$ cat src/rtl/ram_capture_writer.sv
// Packs pairs of 16-bit audio samples into 32-bit words and writes them to BRAM port A,
// then pulses debug_start once a full capture of DEPTH_WORDS words has been written.
module ram_capture_writer #(
    parameter int          SAMPLE_W    = 16,
    parameter int unsigned DEPTH_WORDS = 1024,
    parameter int          ADDR_W      = 32
) (
    input  logic                  clk_in,
    input  logic                  rst_n,
    input  logic                  capture_en,
    input  logic                  sample_valid,
    input  logic [SAMPLE_W-1:0]   sample_data,
    output logic                  sample_ready,
    output logic                  ena,
    output logic [3:0]            wea,
    output logic [ADDR_W-1:0]     addra,
    output logic [2*SAMPLE_W-1:0] dina,
    output logic                  rsta,
    output logic [ADDR_W-1:0]     word_count,
    output logic                  capture_done,
    output logic                  debug_start
);

    typedef enum logic [1:0] {IDLE, CAP_LO, CAP_HI, DONE} state_t;

    localparam logic [ADDR_W-1:0] DEPTH_L = ADDR_W'(DEPTH_WORDS);

    state_t                state_q, state_d;
    logic [SAMPLE_W-1:0]   lo_q, lo_d;
    logic                  ena_q, ena_d;
    logic [3:0]            wea_q, wea_d;
    logic [ADDR_W-1:0]     addra_q, addra_d;
    logic [2*SAMPLE_W-1:0] dina_q, dina_d;
    logic [ADDR_W-1:0]     word_count_q, word_count_d;
    logic                  capture_done_q, capture_done_d;
    logic                  debug_start_q, debug_start_d;
    logic                  sample_ready_q, sample_ready_d;
    logic                  accept;

    assign accept = sample_valid && sample_ready_q && capture_en;

    always_comb begin
        state_d        = state_q;
        lo_d           = lo_q;
        ena_d          = 1'b0;
        wea_d          = 4'h0;
        addra_d        = addra_q;
        dina_d         = dina_q;
        word_count_d   = word_count_q;
        capture_done_d = capture_done_q;
        debug_start_d  = 1'b0;

        unique case (state_q)
            IDLE: begin
                if (capture_en) begin
                    state_d      = CAP_LO;
                    word_count_d = '0;
                end
            end
            CAP_LO: begin
                if (!capture_en) begin
                    state_d = IDLE;
                end else if (accept) begin
                    lo_d    = sample_data;
                    state_d = CAP_HI;
                end
            end
            CAP_HI: begin
                // Abort takes priority over a coincident sample: the half word is dropped.
                if (!capture_en) begin
                    state_d = IDLE;
                end else if (accept) begin
                    ena_d        = 1'b1;
                    wea_d        = 4'hF;
                    dina_d       = {sample_data, lo_q};
                    addra_d      = word_count_q << 2;
                    word_count_d = word_count_q + ADDR_W'(1);
                    state_d      = (word_count_q + ADDR_W'(1) == DEPTH_L) ? DONE : CAP_LO;
                end
            end
            DONE: begin
                // ena_q is high only in the first DONE cycle (the final strobe), so it marks completion.
                debug_start_d = ena_q;
                if (!capture_en) begin
                    state_d        = IDLE;
                    capture_done_d = 1'b0;
                end else if (ena_q) begin
                    capture_done_d = 1'b1;
                end
            end
            default: state_d = IDLE;
        endcase

        sample_ready_d = (state_d == CAP_LO) || (state_d == CAP_HI);
    end

    always_ff @(posedge clk_in) begin
        if (!rst_n) begin
            state_q        <= IDLE;
            lo_q           <= '0;
            ena_q          <= 1'b0;
            wea_q          <= 4'h0;
            addra_q        <= '0;
            dina_q         <= '0;
            word_count_q   <= '0;
            capture_done_q <= 1'b0;
            debug_start_q  <= 1'b0;
            sample_ready_q <= 1'b0;
        end else begin
            state_q        <= state_d;
            lo_q           <= lo_d;
            ena_q          <= ena_d;
            wea_q          <= wea_d;
            addra_q        <= addra_d;
            dina_q         <= dina_d;
            word_count_q   <= word_count_d;
            capture_done_q <= capture_done_d;
            debug_start_q  <= debug_start_d;
            sample_ready_q <= sample_ready_d;
        end
    end

    assign sample_ready = sample_ready_q;
    assign ena          = ena_q;
    assign wea          = wea_q;
    assign addra        = addra_q;
    assign dina         = dina_q;
    assign rsta         = 1'b0;
    assign word_count   = word_count_q;
    assign capture_done = capture_done_q;
    assign debug_start  = debug_start_q;

endmodule

$ cat config.mk
export PLATFORM = sky130hd
export DESIGN_NAME = ram_capture_writer
export DESIGN_NICKNAME = d
export VERILOG_FILES = /design/src/rtl/ram_capture_writer.sv
export SDC_FILE = /design/constraint.sdc
export NUM_CORES = 1
export LEC_CHECK = 0
export CORE_MARGIN = 5
export CORE_UTILIZATION = 45
export CTS_CLUSTER_SIZE = 24
export DETAILED_ROUTE_END_ITERATION = 16
export GPL_ROUTABILITY_DRIVEN = 0
export PLACE_DENSITY = 0.76
export SYNTH_ARGS = -nofsm -noshare
export SYNTH_HDL_FRONTEND = slang
export SYNTH_SLANG_ARGS = --single-unit
$ cat constraint.sdc
create_clock -name clk_in -period 2.32 [get_ports clk_in]
set_clock_uncertainty 0.05 [all_clocks]
set_input_delay 0.348 -clock clk_in [delete_from_list [all_inputs] [get_ports clk_in]]
set_output_delay 0.348 -clock clk_in [all_outputs]
set_load 0.005 [all_outputs]
### After elaboration in Yosys (flattened, before gate mapping)

Cells that the tools add are included.

* add/sub/neg operators: 1
* muxes and demuxes: 16
* reductions and logical operators: 11
* equality and inequality tests: 10

Operator list (number)
* 2-to-1 mux 32 bit: 3
* one-hot mux 32 bit (2 select lines): 1
* adder 32 x 1 -> 32 bit (second input constant): 1
* == test 32 x 11 -> 1 bit (second input constant): 1
* 2-to-1 mux 2 bit: 7
* AND reduction 3 bit: 3
* one-hot mux 2 bit (4 select lines): 1
* == test 2 bit (second input constant): 3
* != test 2 bit (second input constant): 3
* == test 2 x 1 -> 1 bit (second input constant): 2
* 2-to-1 mux 4 bit: 1
* AND reduction 2 bit: 2
* AND reduction 4 bit: 1
* 2-to-1 mux 1 bit: 3
* logical AND 1 bit: 2
* logical NOT 2 bit: 1
* != test 2 x 1 -> 1 bit (second input constant): 1
* nonzero test 2 bit: 1
* logical OR 1 bit: 1

* word-level logic and storage cells: 48
* flip-flop bits (word level): 120
* bits of input ports: 20
* output and inout bits: 105

### Logic depth before layout (Yosys ltp)

* word-level depth: 8
* gate-level depth with buffers: 9
* depth with buffers taken out: 8

### Least setup slack after synthesis

OpenSTA, ideal clock, no wires.

* kind: reg-to-reg
* start point: reg word_count_q[21], in the netlist word_count[21]
* end point: reg sample_ready_q, in the netlist sample_ready
* period minus slack after synthesis: 2.531 ns
* data required time: 2.142 ns
* buffers on the path: 1
* cell stages (with the launch flop): 9
* path slack: -0.211 ns
* setup time: 0.128 ns
* arrival: 2.353 ns
* path through: dfxtp_1 > clkbuf_2 > nand4_1 > or3_1 > nor4_4 > xor2_1 > or3_1 > nor4_2 > a31oi_1

* cells in the longest elaborated chain, start to end: 8
* elaborated cells between the ends (all ways): 9
* those cells by class: add/sub (1); eq/ne (3); mux (4); reduce/logical (1)

RTL lines
* start: declaration: RTL line 34 `logic [ADDR_W-1:0] word_count_q, word_count_d;`
* start signal: assignment: RTL line 116 `word_count_q <= word_count_d;`
* adder 32 x 1 -> 32 bit (*): RTL line 78 `state_d = (word_count_q + ADDR_W'(1) == DEPTH_L) ? DONE : CAP_LO;`
* == test 32 x 11 -> 1 bit (*): RTL line 78
* 2-to-1 mux 2 bit (*): RTL line 78
* 2-to-1 mux 2 bit (*): RTL line 72 `end else if (accept) begin`
* 2-to-1 mux 2 bit (*): RTL line 70 `if (!capture_en) begin`
* one-hot mux 2 bit (4 select lines) (*): RTL line 53 `unique case (state_q)`
* == test 2 x 1 -> 1 bit / == test 2 bit (equally long branches): RTL line 94 `sample_ready_d = (state_d == CAP_LO) || (state_d == CAP_HI);`
* logical OR 1 bit (*): RTL line 94
* end signal: assignment: RTL line 119 `sample_ready_q <= sample_ready_d;`
* end: declaration: RTL line 37 `logic sample_ready_q, sample_ready_d;`

Every way passes the cells marked *; elsewhere a longest branch is shown, timed or not.
A chain may end at the register's enable or synchronous reset.

### Worst setup path after layout

* start point: reg word_count_q[1], in the netlist word_count[1]
* end point: reg sample_ready_q, in the netlist sample_ready

The elaborated chain is that of the path after synthesis.

==> impl_metrics.json <==
{
  "cts_root_buf": "clkbuf_16",
  "grt.total_usage_pct": 22.0,
  "io_pins": 125,
  "drt_iter0_markers": 404,
  "wl_mm": 15.7,
  "clk_latency_ps": 420,
  "syn_area_mm2": 0.00536,
  "r2r_start": "word_count[1]",
  "yosysTopAreaCellShare_pct": 43.4,
  "p_per_area_mw_per_mm2": 578,
  "start_util_pct": 46.3,
  "slew_violations": 0,
  "coreArea_mm2": 0.0116,
  "final_cell_mix": "nand2_1 (196), clkdlybuf4s50_1 (120), dfxtp_1 (95), a21boi_0 (80), buf_4 (74)",
  "rsz0062_at_grt": "yes",
  "ir_drop_mv": 0.495,
  "drive_gt1_share_pct": 18.9,
  "vias": 5350,
  "async_flop_share_pct": 0,
  "clock-sinks": 116,
  "period_share_pct": 98.8,
  "outcome": "complete, no violations",
  "fin_total_pwr_mw": 4.47,
  "endpoint_kind": "flop",
  "criticalPathCategory": "flop to flop",
  "dr.pass1.iters": 5,
  "gr-total-overflow": 0,
  "drv_cap": 0,
  "min_from": "rst_n",
  "critPathArrivalTime_ps": 2540,
  "netlist_instances": 674,
  "nNetsFinal": 844,
  "cts_tree": "yes",
  "clkTransAtPathRegs_ps": 60,
  "whs_ps": 332,
  "grt_pass1_vias": 5299,
  "p_comb_share_pct": 2.7,
  "hold_path.class": "input pin to flop",
  "die_w_um": 119,
  "worst_ep_required_time_ps": 2570,
  "area_growth_pct": 44.5,
  "synth_enable_flop_cells": 0,
  "antenna_cells": 0,
  "finalSetupTns_ps": 0,
  "critPathMaxFanout": 3,
  "pre_cts_ws_ps": -65.1,
  "power_frac_seq_pct": 44.7,
  "cts_buffer_depth": 2,
  "p_int_mw": 3.45,
  "ant_nets": 0,
  "setup_slack_ps": 28.7,
  "dieArea_mm2": 0.0142,
  "htreeDepth": 4,
  "ys_ff_latch": 116,
  "synth_warnings": 0,
  "grt_max_degree": 66,
  "yosysSeqAreaShare_pct": 43.4,
  "fin_crit_ps": 2290,
  "r2r_end": "sample_ready",
  "drc": 0,
  "yosys-top-cells-area": "dfxtp_1 (43%), nand2_1 (14%), a21boi_0 (11%), o21ai_0 (3.6%), clkbuf_1 (2.7%)",
  "cts_buffers": 17,
  "ff2ff_setup_slack_ps": 30,
  "holdPathStages": 3,
  "cts_hold_buf": 0,
  "leakage_nw": 2.75,
  "ys_types": 53,
  "placementRows": 39,
  "synth_flop_cell": "dfxtp_1",
  "hold_viol_final": 0,
  "place_hpwl_mm": 10.9,
  "clkPwrFrac_pct": 52.7,
  "ff2ff_path_depth": 9,
  "synth_area_per_cell_um2": 7.95,
  "grt_pass1_wl_mm": 25.7,
  "holdPathEnd": "wea[2]",
  "p_switching_mw": 1.02,
  "synth_top_area_cell": "dfxtp_1",
  "routed_via_density": 5.46,
  "final_common_cell": "nand2_1",
  "setup_viol": 0,
  "startpoint_type": "flop",
  "die_y_um": 119,
  "antenna_found_initial": 0,
  "io_buffers": 121,
  "swShare_pct": 22.9,
  "clock.fmax_mhz": 436,
  "routedWlPerCell_um": 16.0
}
## power groups by stage
stage	Sequential (mW)	Clock, mW	Combinational [mW]
finish	2.00	2.36	0.120
global route	2.00	2.48	0.127
CTS	2.00	2.40	0.119
detailed placement	2.04	0	0.118
global placement	2.04	0	0.118
floorplan	2.04	0	0.0601
## flip-flops by register name, summed over array words and instances, names as in the netlist
name / cells
debug_start: 1
addra: 30
lo_q: 16
word_count: 32
capture_done: 1
state_q: 2
wea: 1
dina: 32
sample_ready: 1
## cell usage after synthesis, drive strengths merged, types with 7 or more instances
cell,n
nor4,9
buf,29
a31oi,7
or3,7
dfxtp,116
o21ai,39
xor2,8
clkbuf,40
nand3,17
o31ai,10
nand4,18
nand2,197
xnor2,11
a21boi,80
and2,7
nor3,8
nor2,30
## through the flow
| stage | cell area (µm²) | util (%) | cells |
|---|---|---|---|
| after detailed placement | 7000 | 60.5 | 942 |
| after floorplan | 5430 | - | 676 |
| final | 7740 | 66.9 | 979 |
| after global placement | 7000 | 60.5 | 942 |
| after global routing | 7740 | 66.9 | 979 |
| after CTS | 7630 | 66.0 | 974 |
## per-layer routing
metal | wire, µm | global-route usage (%) | part of all wire (%)
met5 | 0 | 0 | 0
met4 | 439 | 8.62 | 2.8
met3 | 1110 | 6.82 | 7.0
met2 | 7360 | 35.6 | 47
met1 | 6790 | 27.4 | 43
## layout make-up
| type | instances | area [µm²] |
|---|---|---|
| inverters | 2 | 7.51 |
| flip-flops and latches | 116 | 2360 |
| multi-input cells | 489 | 2850 |
| clock inverters | 14 | 105 |
| repair buffers | 197 | 1800 |
| well taps | 143 | 179 |
| fillers | 902 | 3830 |
| clock buffers | 18 | 439 |
## critical path, cell delays in order, from the launching register on
cell and delay (ps):
dfxtp_2 350, ha_4 170, and3_1 180, nand4_1 160, xor2_2 200, nor4_2 290, buf_4 190, o2111ai_4 120
nor4_4 340, a31oi_1 110
## cell families (layout without fill, tap and decap cells)
family	Yosys count	count (layout)	share of synthesized area, %
adders and majority gates	1	1	0.234
DFF	116	116	43.4
AOI/OAI and AO/OA	157	157	20.0
other	1	3	0.0700
and+or+nand+nor	308	308	26.5
buffers and inverters	71	231	6.47
xor gates and xnor gates	19	19	3.11
muxes	1	1	0.187
## worst max path at each step
stage	from	endpoint	slack, ps
after CTS	word_count[26]	sample_ready	3
after floorplan	word_count[12]	sample_ready	20
after global placement	capture_en	sample_ready	50
final	word_count[1]	sample_ready	30
after detailed placement	word_count[11]	sample_ready	-70
after global routing	word_count[1]	sample_ready	-50
## timing repair
action / 4_1_cts / 5_1_grt
pin swaps: 5 / 6
cloned: 0 / 0
gates resized for setup: 17 / 19
setup endpoints to repair: 2 / 2
buffers inserted: 0 / 5
(Power assumes the default switching activity.)
==> RTL change: new RTL, config.mk and constraints unchanged <==
`dina_q` no longer has a reset.
--- a/src/rtl/ram_capture_writer.sv
+++ b/src/rtl/ram_capture_writer.sv
@@ -103,3 +103,2 @@
             addra_q        <= '0;
-            dina_q         <= '0;
             word_count_q   <= '0;
@@ -114,3 +113,2 @@
             addra_q        <= addra_d;
-            dina_q         <= dina_d;
             word_count_q   <= word_count_d;
@@ -120,2 +118,6 @@
         end
+    end
+
+    always_ff @(posedge clk_in) begin
+        dina_q <= dina_d;
     end
Formal check against the unedited RTL: differs if rst_n is asserted again (counterexample within 4 cycles, from zero or initial values and one cycle with rst_n low); with rst_n held inactive, the same outputs for 4 cycles.
==> RTL change against the original RTL <==
Clock power rose by 7%. Final area down 5.9%. Power up 5.4%. First-iteration DRC count is 1.5% higher. Synthesized area decreased by 4.2%. Routed wire length fell by 13%. Count of clock-buffer cells in the layout down 1. Sequential cell count stayed put. Setup slack better by 0.10 ns. Sequential share of layout area is 5.9 points higher. Global-route usage decreased by 1.9 points. Critical path type unchanged. Critical endpoint unchanged. Largest cell class is now registers. Highest routed layer unchanged.
==> RTL change: results (changes against the original RTL) <==
commonest cells in the synthesized netlist nand2_1, dfxtp_1, a21boi_0; Seq cells 116 (unchanged); Worst VDD drop 0.371 mV (-25%); Multi-In Gates 393 (-20%); All-Layer GR Usage 20.1% (-1.9 points); DP Area 6680 um^2 (-4.5%); placed insts 827 (-12%); Crit path largest cell delay 0.31 ns (-0.04 ns); Logic inverters 4 (+2); multi-input logic area 2260 um^2 (-20%); clk cell area share 8.01% (+0.98 points); Non-clk bufs 171 (-13%); Place WS 0.102 ns (+0.167 ns); NonClk Buf Share 21.9% (-1.4 points); cells on worst reg2reg path 9 (unchanged); DR vias 4,707 (-12%); WHS Path Cells 2 (-1); Clock Buffer Count 17 (-1); Data arrival, critical path 2.43 ns (-0.11 ns); Final #Nets 724 (-14%); Mapped Cells 561 (-17%); Final Cell Area 7280 um^2 (-5.9%); Post-DP HPWL 9440 um (-13%); 1st-iter DRT viols 410 (+1.5%); first-pass GRT wire length 21,600 um (-16%); EDFF count, synth 32 (+32); run status finished clean; P_leak 2.62 nW (-4.8%); share of post-route cells with drive strength above 1 13.8% (-5.1 points); Synth area leaders dfxtp_1, edfxtp_1, nand2_1; crit path max-delay cell type dfxtp_1; Critical Path Fanout Max 9 (+6); fill cell total of the finished layout 936 (+3.8%); number of global-route vias before repair 4,438 (-16%)
==> RTL change: metal layers <==
layer / vias to the layer above / share of wire [%] / global-route usage (%)
met5: - / 0 / 0
met4: 0 / 2.2 / 7.72
met3: 28 / 8.3 / 5.40
met2: 210 / 47 / 33.0
met1: 2202 / 43 / 25.4
li1: 2267 / - / -
==> RTL change: logic make-up after synthesis <==
| logic type | after synthesis | share of synthesized area [%] |
|---|---|---|
| simple gates | 234 | 23.0 |
| compound gates | 140 | 17.6 |
| flops | 116 | 51.5 |
| buf+inv | 54 | 4.97 |
| xor+xnor | 12 | 2.05 |
| mux | 3 | 0.585 |
| fa+ha+maj | 1 | 0.244 |
| other cells | 1 | 0.0731 |
==> RTL change: path summary, 6_finish.rpt <==
path / startpoint / endpoint / slack, ns
worst max-delay path: word_count[0]$_SDFFE_PN0P_ / sample_ready$_SDFF_PN0_ / 0.13
worst min-delay path: rst_n / addra[3]$_SDFFE_PN0P_ / 0.30
worst max register to register: word_count[0]$_SDFFE_PN0P_ / sample_ready$_SDFF_PN0_ / 0.13
worst min register to register: lo_q[2]$_SDFFE_PN0P_ / dina[2]$_DFFE_PP_ / 0.37
==> RTL change: power by group through the flow <==
| stage | clock [mW] | sequential [mW] | combinational [mW] |
|---|---|---|---|
| floorplan | 0 | 2.12 | 0.0472 |
| global placement | 0 | 2.13 | 0.103 |
| detailed placement | 0 | 2.13 | 0.104 |
| CTS | 2.56 | 2.08 | 0.105 |
| global route | 2.67 | 2.08 | 0.113 |
| finish | 2.52 | 2.08 | 0.105 |
==> RTL change: what timing repair did <==
action / 4_1_cts / 5_1_grt
setup buffers: 0 / 0
endpoints found under the setup margin: 0 / 2
gates resized for setup: 0 / 4
